$ cat src/rtl/pixel_pkg.sv
// Pixel type shared by the deframer, frame controller and filter pipeline.
package pixel_pkg;
    typedef logic [23:0] pixel_t;
endpackage

$ cat src/rtl/axis_if.sv
// Valid/ready pixel channel; ok marks the cycle in which a transfer happens.
interface axis_if;
    logic              vld;
    logic              rdy;
    pixel_pkg::pixel_t data;
    logic              ok;

    assign ok = vld & rdy;

    modport master (output vld, output data, input rdy, input ok);
    modport slave  (input vld, input data, output rdy, input ok);
endinterface

$ cat src/rtl/frame_ctrl.sv
// Frame controller: arms capture on start, passes pixels through a 2-entry skid
// buffer and checks line/frame dimensions. Optional watchdog: FRAME_TIMEOUT_EN.
module frame_ctrl #(
    parameter int W_CNT       = 16,
    parameter int TIMEOUT_CYC = 1000000
) (
    input  logic             clk,
    input  logic             rst,
    input  logic             start,
    input  logic             abort,
    input  logic [W_CNT-1:0] cfg_width,
    input  logic [W_CNT-1:0] cfg_height,
    input  logic             line,
    input  logic             done,
    axis_if.slave            axis_i,
    axis_if.master           axis_o,
    output logic             busy,
    output logic             frame_done,
    output logic             err,
    output logic [2:0]       err_code,
    output logic [W_CNT-1:0] line_cnt,
    output logic [W_CNT-1:0] pix_cnt
);
    typedef enum logic [2:0] {S_IDLE, S_RUN, S_DRAIN, S_FIN, S_ERR} state_t;

    localparam logic [2:0] E_NONE    = 3'd0;
    localparam logic [2:0] E_WIDTH   = 3'd1;
    localparam logic [2:0] E_HEIGHT  = 3'd2;
    localparam logic [2:0] E_TIMEOUT = 3'd3;
    localparam logic [2:0] E_OVF     = 3'd4;

    state_t            state_q, state_d;
    pixel_pkg::pixel_t buf_q [2];
    pixel_pkg::pixel_t buf_d [2];
    logic [1:0]        cnt_q, cnt_d;
    logic              line_q, done_q;
    logic [W_CNT-1:0]  cfg_w_q, cfg_w_d, cfg_h_q, cfg_h_d;
    logic [W_CNT-1:0]  line_cnt_q, line_cnt_d, pix_cnt_q, pix_cnt_d;
    logic              err_q, err_d;
    logic [2:0]        code_q, code_d;

    logic              rdy_int, acc, pop, flush;
    logic              line_rise, done_rise;
    logic              ovf, werr, herr, terr;
    logic [2:0]        det_code;
    logic [W_CNT-1:0]  pix_sum, line_sum;

    assign line_rise = line & ~line_q;
    assign done_rise = done & ~done_q;

    always_comb begin
        rdy_int = 1'b0;
        case (state_q)
            S_IDLE, S_ERR: rdy_int = 1'b1;
            S_RUN:         rdy_int = (cnt_q != 2'd2);
            default:       rdy_int = 1'b0;
        endcase
    end

    assign axis_i.rdy  = rst & rdy_int;
    assign axis_o.vld  = (cnt_q != 2'd0);
    assign axis_o.data = buf_q[0];

    assign acc = (state_q == S_RUN) & axis_i.ok;
    assign pop = axis_o.ok;

    // Running totals include same-cycle acceptances/edges so the checks see the final count.
    assign pix_sum  = (acc && pix_cnt_q != '1) ? pix_cnt_q + W_CNT'(1) : pix_cnt_q;
    assign line_sum = (line_rise && line_cnt_q != '1) ? line_cnt_q + W_CNT'(1) : line_cnt_q;

    assign ovf  = (state_q == S_RUN) & axis_i.vld & ~axis_i.rdy;
    assign werr = (state_q == S_RUN) & line_rise & (pix_sum != cfg_w_q);
    assign herr = (state_q == S_RUN) & done_rise & (line_sum != cfg_h_q);

`ifdef FRAME_TIMEOUT_EN
    localparam int TW = $clog2(TIMEOUT_CYC + 1);
    logic [TW-1:0] wd_q, wd_d;

    always_comb begin
        wd_d = '0;
        if (state_q == S_RUN && !acc) wd_d = wd_q + TW'(1);
    end

    assign terr = (state_q == S_RUN) & ~acc & (wd_q == TW'(TIMEOUT_CYC - 1));

    always_ff @(posedge clk) begin
        if (!rst) wd_q <= '0;
        else      wd_q <= wd_d;
    end
`else
    logic unused_timeout;
    assign unused_timeout = (TIMEOUT_CYC == 0);
    assign terr = 1'b0;
`endif

    always_comb begin
        det_code = E_NONE;
        if (ovf)       det_code = E_OVF;
        else if (werr) det_code = E_WIDTH;
        else if (herr) det_code = E_HEIGHT;
        else if (terr) det_code = E_TIMEOUT;
    end

    always_comb begin
        state_d    = state_q;
        cfg_w_d    = cfg_w_q;
        cfg_h_d    = cfg_h_q;
        line_cnt_d = line_cnt_q;
        pix_cnt_d  = pix_cnt_q;
        err_d      = err_q;
        code_d     = code_q;
        flush      = 1'b0;
        case (state_q)
            S_IDLE, S_ERR: begin
                if (start) begin
                    state_d    = S_RUN;
                    cfg_w_d    = cfg_width;
                    cfg_h_d    = cfg_height;
                    line_cnt_d = '0;
                    pix_cnt_d  = '0;
                    err_d      = 1'b0;
                    code_d     = E_NONE;
                end
            end
            S_RUN: begin
                pix_cnt_d  = line_rise ? '0 : pix_sum;
                line_cnt_d = line_sum;
                if (det_code != E_NONE) begin
                    state_d = S_ERR;
                    err_d   = 1'b1;
                    code_d  = det_code;
                    flush   = 1'b1;
                end else if (done_rise) begin
                    state_d = S_DRAIN;
                end
            end
            S_DRAIN: if (cnt_q == 2'd0 || (cnt_q == 2'd1 && pop)) state_d = S_FIN;
            S_FIN:   state_d = S_IDLE;
            default: state_d = S_IDLE;
        endcase
        if (abort) begin
            state_d = S_IDLE;
            err_d   = 1'b0;
            code_d  = E_NONE;
            flush   = 1'b1;
        end
    end

    // Head lives in entry 0; a push lands behind whatever survives this cycle's pop.
    always_comb begin
        buf_d = buf_q;
        cnt_d = cnt_q;
        if (flush) begin
            cnt_d = 2'd0;
        end else begin
            if (pop) buf_d[0] = buf_q[1];
            if (acc) begin
                if (pop) buf_d[cnt_q[1]] = axis_i.data;
                else     buf_d[cnt_q[0]] = axis_i.data;
            end
            cnt_d = cnt_q + {1'b0, acc} - {1'b0, pop};
        end
    end

    always_ff @(posedge clk) begin
        if (!rst) begin
            state_q    <= S_IDLE;
            buf_q      <= '{default: '0};
            cnt_q      <= 2'd0;
            line_q     <= 1'b0;
            done_q     <= 1'b0;
            cfg_w_q    <= '0;
            cfg_h_q    <= '0;
            line_cnt_q <= '0;
            pix_cnt_q  <= '0;
            err_q      <= 1'b0;
            code_q     <= E_NONE;
        end else begin
            state_q    <= state_d;
            buf_q      <= buf_d;
            cnt_q      <= cnt_d;
            line_q     <= line;
            done_q     <= done;
            cfg_w_q    <= cfg_w_d;
            cfg_h_q    <= cfg_h_d;
            line_cnt_q <= line_cnt_d;
            pix_cnt_q  <= pix_cnt_d;
            err_q      <= err_d;
            code_q     <= code_d;
        end
    end

    assign busy       = (state_q == S_RUN) | (state_q == S_DRAIN) | (state_q == S_FIN);
    assign frame_done = (state_q == S_FIN);
    assign err        = err_q;
    assign err_code   = code_q;
    assign line_cnt   = line_cnt_q;
    assign pix_cnt    = pix_cnt_q;
endmodule

$ cat src/flat_wrapper.sv
// flat-port wrapper written by rule: the top's interface ports become plain ports
module frame_ctrl_flat 
#(
    parameter int W_CNT       = 16,
    parameter int TIMEOUT_CYC = 1000000
)
  (clk, rst, start, abort, cfg_width, cfg_height, line, done, busy, frame_done, err, err_code, line_cnt, pix_cnt, axis_i_vld, axis_i_data, axis_i_rdy, axis_o_vld, axis_o_data, axis_o_rdy);
  axis_if axis_i_i ();
  axis_if axis_o_i ();
  input  logic clk;
  input  logic rst;
  input  logic start;
  input  logic abort;
  input  logic [W_CNT-1:0] cfg_width;
  input  logic [W_CNT-1:0] cfg_height;
  input  logic line;
  input  logic done;
  output logic busy;
  output logic frame_done;
  output logic err;
  output logic [2:0] err_code;
  output logic [W_CNT-1:0] line_cnt;
  output logic [W_CNT-1:0] pix_cnt;
  input wire logic [$bits(axis_i_i.vld)-1:0] axis_i_vld;
  input wire logic [$bits(axis_i_i.data)-1:0] axis_i_data;
  output wire logic [$bits(axis_i_i.rdy)-1:0] axis_i_rdy;
  output wire logic [$bits(axis_o_i.vld)-1:0] axis_o_vld;
  output wire logic [$bits(axis_o_i.data)-1:0] axis_o_data;
  input wire logic [$bits(axis_o_i.rdy)-1:0] axis_o_rdy;
  assign axis_i_i.vld = axis_i_vld;
  assign axis_i_i.data = axis_i_data;
  assign axis_i_rdy = axis_i_i.rdy;
  assign axis_o_vld = axis_o_i.vld;
  assign axis_o_data = axis_o_i.data;
  assign axis_o_i.rdy = axis_o_rdy;
  frame_ctrl #(.W_CNT(W_CNT), .TIMEOUT_CYC(TIMEOUT_CYC)) u_core (.clk(clk), .rst(rst), .start(start), .abort(abort), .cfg_width(cfg_width), .cfg_height(cfg_height), .line(line), .done(done), .axis_i(axis_i_i), .axis_o(axis_o_i), .busy(busy), .frame_done(frame_done), .err(err), .err_code(err_code), .line_cnt(line_cnt), .pix_cnt(pix_cnt));
endmodule
$ cat config.mk
export PLATFORM = sky130hd
export DESIGN_NAME = frame_ctrl_flat
export DESIGN_NICKNAME = d
export VERILOG_FILES = /design/src/rtl/pixel_pkg.sv /design/src/rtl/axis_if.sv /design/src/rtl/frame_ctrl.sv /design/src/flat_wrapper.sv
export SDC_FILE = /design/constraint.sdc
export NUM_CORES = 1
export LEC_CHECK = 0
export BUFFER_PORTS_ARGS = -buffer_cell sky130_fd_sc_hd__buf_2
export CORE_MARGIN = 3
export CORE_UTILIZATION = 44
export DETAILED_ROUTE_END_ITERATION = 8
export PLACE_DENSITY = 0.66
export SLEW_MARGIN = 5
export SYNTH_ARGS = -nofsm -noshare
export SYNTH_HDL_FRONTEND = slang
export SYNTH_SLANG_ARGS = --single-unit
$ cat constraint.sdc
create_clock -name clk -period 5.4 [get_ports clk]
set_input_delay 0.27 -clock clk [delete_from_list [all_inputs] [get_ports clk]]
set_output_delay 0.27 -clock clk [all_outputs]
set_load 0.01 [all_outputs]
==> results of run 1 <==
## routing by layer
layer	up-vias	GRT usage [%]
met1	2990	30.66
met2	226	33.99
met3	25	5.436
met5	-	0
met4	0	7.293
li1	3238	-
## per-stage QoR
stage          instances  cell area (sq um)  power (mW)  worst slack (ns)  utilization [%]
2_1_floorplan        884               6889       1.093             1.857                -
3_3_place_gp        1144               7393       1.158            0.8504            48.45
3_5_place_dp        1144               7393       1.159            0.9049            48.45
4_1_cts             1171               7874       2.129            0.8738            51.60
5_1_grt             1171               7874       2.196            0.6033            51.60
6_report            1171               7874       2.115            0.8836            51.60
## final cells by class
class	count	area (sq um)	area share (%)
multi-input combinational	666	3934	49.96
timing repair buffer	136	703.2	8.931
clock inverter	4	22.52	0.2860
sequential	123	2462	31.27
inverter	8	30.03	0.3814
tap	211	264.0	3.353
clock buffer	23	457.9	5.816
## cell families after synthesis
family	after synthesis	synth area share, %
adders and majority gates	5	0.9081
buffers and inverters	95	7.247
and+or+nand+nor	395	28.04
muxes	25	3.632
DFF	123	35.74
AOI/OAI and AO/OA	197	18.83
xor gates and xnor gates	44	5.594
## where the power goes
group | total [mW] | internal [mW] | leakage (nW) | switching, mW
logic | 0.193 | 0.0731 | 1.98 | 0.120
clock network | 0.975 | 0.581 | 0.234 | 0.393
registers | 0.948 | 0.929 | 0.997 | 0.0183
## path summary, 6_finish.rpt
path         slack, ns                      to                from  depth (start not counted)
min               0.07           u_core.done_q                done                          2
max reg2reg       0.88  u_core.axis_o.data[10]  u_core.pix_cnt[13]                          9
min reg2reg       0.46               flip-flop           flip-flop                          2
max               0.88  u_core.axis_o.data[10]  u_core.pix_cnt[13]                          9
## layout by cell type (no fill, tap or decap), types with 8 or more instances in the layout
| cell | n |
|---|---|
| xnor2_1 | 24 |
| clkbuf_16 | 17 |
| dfxtp_1 | 123 |
| and2_1 | 11 |
| nand3_1 | 23 |
| or3_1 | 8 |
| a21oi_1 | 96 |
| nor3_1 | 14 |
| nand2_1 | 159 |
| o221a_1 | 20 |
| o21ai_0 | 25 |
| nor2b_1 | 10 |
| a31oi_1 | 10 |
| nor2_1 | 91 |
| xor2_1 | 20 |
| buf_2 | 127 |
| nand4_1 | 15 |
| mux2i_1 | 25 |
| and3_1 | 11 |
| nor4_1 | 8 |
| buf_4 | 9 |
| nand2b_1 | 8 |
==> results.yml, run 1 <==
timing:
  shortest_period_the_worst_path_allows_ns: 4.516
  hold_violations: 0
  report.final.setup_viol: 0
  final.period_utilization_pct: 83.64
  fin_skew_ns: 0.009383
  grt_setup_unrepaired: "false"
  worst_slew_pin_slew_ns: 1.044
  setup-tns-final_ns: 0
  worst_hold_slack_ns: 0.07237
  worst_slew_margin_rel_pct: 30.25
  slew_viol_final: 0
  max_freq_mhz: 221.4
synth:
  distinct_cell_type_count_after_synthesis: 64
  synth_async_sr_flop_share_pct: 0
  synth_cells: 884
  synth-edff-count: 0
  synth_largest_type_area_fraction_pct: 35.74
  predominant_post_synthesis_flop_cell: "dfxtp_1"
  postSynthRegisterBits: 123
  post-synth-top-area-cell: "dfxtp_1"
  synthesis.area_per_instance_sq_um: 7.793
  ys_top_cells_by_count: "nand2_1, dfxtp_1, a21oi_1"
  syn-cell-area_sq_um: 6889
  synthesis.nets: 953
  yosys.cell_count.top_type: "nand2_1"
  synth_warnings: 0
  synth_seq_area_share_pct: 35.74
  post_synth_main_area_contributors: "dfxtp_1, nand2_1, a21oi_1"
clock_tree:
  clock_tree.buffer_depth: 2
  h-tree-depth: 4
  cts-buffers-inserted: 17
  cts_tree: "yes"
  hold_buffers_post_cts: 0
  clkSinkCount: 123
  cts_repair_resize_count: 0
  clkTransAtPathRegs_ns: 0.05
  root_buffer: "clkbuf_16"
  post_cts_buffers: 0
  clk-insertion-delay-late_ns: 0.42
floorplanning:
  die_y_um: 131.1
  fp.dieArea_sq_um: 17200
  placementRows: 45
  initial_core_util_pct: 45.15
  io_pins: 128
  floorplan.core_area_sq_um: 15260
  floorplan.die.width_um: 131.1
detailed_routing:
  detail_route.wirelength_mm: 19.04
  drt_first_pass_iters: 6
  wl_met3_mm: 1.312
  routed.top_layer: "met4"
  route.detailed.drc: 0
  met2_wirelength_mm: 8.533
  vias: 6479
  detailed_route_iter0_violations: 515
  routedWlPerCell_um: 16.26
  route.detailed.vias_per_inst: 5.533
  drtAntennaViolNets: 0
  wire_length_on_met1_mm: 8.893
global_routing:
  global_route_wire_length_before_repair_mm: 31.55
  grt_start_max_net_pins: 53
  number_of_global_route_vias_before_repair: 6051
  grt-ovfl-total: 0
  gr-usage-all-layers_pct: 22.13
  antenna_violations_before_repair: 0
critical_path:
  cp_delay_by_family_top: "simple AND/OR/NAND/NOR gates"
  cp_cell_sequence: "nand4_1 > nor4_4 > nor2_2 > or3_1 > a2111oi_0 > nand3_1 > and3_1 > or4_1 > o221a_2"
  criticalPathCategory: "flip-flop to flip-flop"
  startpoint_type: "flip-flop"
  critPathMaxFanout: 24
  timing.critical_path.arrival_ns: 4.82
  combined_buffer_and_inverter_count_along_the_critical_path: 0
  critical_path.max_stage_delay_ns: 0.91
  crit_required_ns: 5.70
  slowest_stage: "or4_1"
  type_of_element_capturing_the_critical_path: "flip-flop"
place:
  port_bufs: 127
  dpl.hpwl_mm: 13.02
  gp_congestion: 0.9056
power:
  pwr_density_cell_nw_per_um2: 268.6
  static-leakage-power_nw: 3.210
  irDropWorstVdd_v: 0.0002312
final_layout:
  layout-drive-gt1-share_pct: 18.65
  area_growth_pct: 14.29
  finish.net_count: 1021
  diodes: 0
  fill_cells: 1543
flow_run:
  max_cap_violations: 0
min_path:
  min_path_type: "input port to flip-flop"
status:
  status: "finished clean"
Note: power is estimated with default switching activity, not from simulation.
==> inputs of run 2 (changes only) <==
Settings changed: PLACE_DENSITY 0.66 to 0.68.
Clock period 5.4 ns to 3.7 ns, I/O delays scaled along.
==> run 2 against run 1 <==
- cell count up 6.8%
- maximum frequency rose by 28%
- die area stayed put
- clock-buffer cell count is 1 lower
- clock power grew 77%
- first-iteration DRC count up 21%
- sequential share of layout area decreased by 3.0 points
- worst hold slack worse by 0.062 ns
- cell area up 11%
==> results.yml, run 2 (synthesized netlist as in run 1, its figures left out) <==
status:
  status: "finished clean"
clock_tree:
  h-tree-depth: 4
  clkSinkCount: 123
  root_buffer: "clkbuf_16"
  cts-buffers-inserted: 17
  clk-insertion-delay-late_ns: 0.42
  clock_tree.buffer_depth: 2
  cts_tree: "yes"
  clkTransAtPathRegs_ns: 0.06
power:
  netSwitchingFraction_pct: 24.16
  power.total_mw: 3.434
  static-leakage-power_nw: 3.658
  cellInternalPower_mw: 2.605
  comb_power_share_pct: 9.5
  p_clk_share_pct: 50.3
  share_seq_of_total_power_pct: 40.2
  pwr_density_cell_nw_per_um2: 394.5
  irDropWorstVdd_v: 0.0004910
  switchingPower_mw: 0.8298
timing:
  fin_skew_ns: 0.007796
  worst_slew_margin_rel_pct: 34.61
  shortest_period_the_worst_path_allows_ns: 3.539
  slew_viol_final: 0
  report.final.setup_viol: 0
  worst_slack_ns: 0.1615
  max_freq_mhz: 282.6
  final.period_utilization_pct: 95.64
  hold_violations: 0
  worst_slew_pin_slew_ns: 0.9772
final_layout:
  finish.net_count: 1096
  fill_cells: 1426
  area_growth_pct: 26.37
  diodes: 0
  commonest_cells_after_routing_fill_and_taps_aside: "nand2_1, buf_2, dfxtp_1, a21oi_1, nor2_1"
  commonest_non_fill_non_tap_cell_in_the_layout: "nand2_1"
  layout-drive-gt1-share_pct: 23.56
floorplanning:
  io_pins: 128
  fp.dieArea_sq_um: 17200
  placementRows: 45
  floorplan.core_area_sq_um: 15260
  initial_core_util_pct: 45.15
  floorplan.die.width_um: 131.1
  die_y_um: 131.1
detailed_routing:
  detail_route.wirelength_mm: 20.51
  route.detailed.drc: 0
  detailed_route_iter0_violations: 621
  vias: 6929
  drt_first_pass_iters: 6
  route.detailed.vias_per_inst: 5.539
  routedWlPerCell_um: 16.39
  drtAntennaViolNets: 0
critical_path:
  criticalPathCategory: "flip-flop to flip-flop"
  crit_required_ns: 4.01
  type_of_element_capturing_the_critical_path: "flip-flop"
  timing.critical_path.arrival_ns: 3.85
  r2r-start: "u_core.line_cnt[1]"
  crit_path_start: "u_core.line_cnt[1]"
  startpoint_type: "flip-flop"
  r2r_slack_ns: 0.16
  critPathMaxFanout: 24
global_routing:
  antenna_violations_before_repair: 0
  gr-usage-all-layers_pct: 23.40
  global_route_wire_length_before_repair_mm: 33.29
  number_of_global_route_vias_before_repair: 6505
  grt_start_max_net_pins: 53
  grt-ovfl-total: 0
place:
  pre_cts_ws_ns: 0.1175
  port_bufs: 127
  gp_congestion: 0.9698
  dpl.hpwl_mm: 14.04
min_path:
  min_path_type: "input port to flip-flop"
  holdCritStartpoint: "cfg_height[14]"
flow_run:
  max_cap_violations: 0
## run 2: cell count changes in the layout (fill, tap and decap cells not counted), moves of 2 or more
cell,change
nor4_1,-2
clkbuf_1,-3
buf_12,+2
dlygate4sd3_1,+24
bufinv_16,+3
clkinv_4,+2
nor4_2,+2
clkinvlp_4,+2
a2111oi_0,-2
clkbuf_8,+2
buf_4,+49
## run 2: routing by layer
| layer | vias to the layer above | track usage, % | wire (um) |
|---|---|---|---|
| met5 | - | 0 | 0 |
| met4 | 0 | 6.709 | 298 |
| met3 | 40 | 6.011 | 1627 |
| met2 | 306 | 38.08 | 9460 |
| met1 | 3192 | 30.84 | 9121 |
| li1 | 3391 | - | - |
## run 2: per-stage QoR
step	area, sq um	utilization, %	hold slack, ns	setup TNS [ns]	std cells
2_1_floorplan	6889	-	0.3123	0	884
3_3_place_gp	7779	50.98	0.4025	0	1192
3_5_place_dp	7779	50.98	0.4173	0	1192
4_1_cts	8633	56.58	0.0005186	0	1248
5_1_grt	8706	57.06	0.007062	-0.5635	1251
6_report	8706	57.06	0.01028	0	1251
## run 2: timing repair
item	in CTS	in global routing
setup buffers	0	3
hold buffers	24	0
setup endpoints to repair	0	24
resized for setup	0	10
hold endpoints to repair	24	0
## run 2: final timing paths
| path | to | cells past startpoint |
|---|---|---|
| max reg2reg | u_core.axis_o.data[10] | 12 |
| min reg2reg | u_core.err | 2 |
| min | u_core.cfg_h_q[14] | 3 |
| max | u_core.axis_o.data[10] | 12 |
## run 2: power by group through the flow
stage	sequential (mW)	clock, mW	combinational [mW]
floorplan	1.40	0	0.193
global placement	1.41	0	0.295
detailed placement	1.41	0	0.296
CTS	1.38	1.75	0.317
global route	1.38	1.81	0.359
finish	1.38	1.73	0.326
## run 2: worst max-delay path, cell delays in order (launching register included)
cell     delay [ns]
dfxtp_1        0.34
ha_1           0.20
nand4_1        0.19
nor4_2         0.34
buf_4          0.17
nand4_1        0.17
xnor2_1        0.18
or4_4          0.53
nor4_4         0.19
a31oi_2        0.14
or4_4          0.54
buf_12         0.18
o221a_2        0.26
## run 2: cell type report
| cell class | count | area, sq um | area share, % |
|---|---|---|---|
| multi-input combinational | 666 | 3984 | 45.76 |
| sequential | 123 | 2462 | 28.28 |
| timing repair buffer | 211 | 1351 | 15.52 |
| clock buffer | 22 | 474.2 | 5.447 |
| tap | 211 | 264.0 | 3.032 |
| clock inverter | 10 | 140.1 | 1.610 |
| inverter | 8 | 30.03 | 0.3449 |
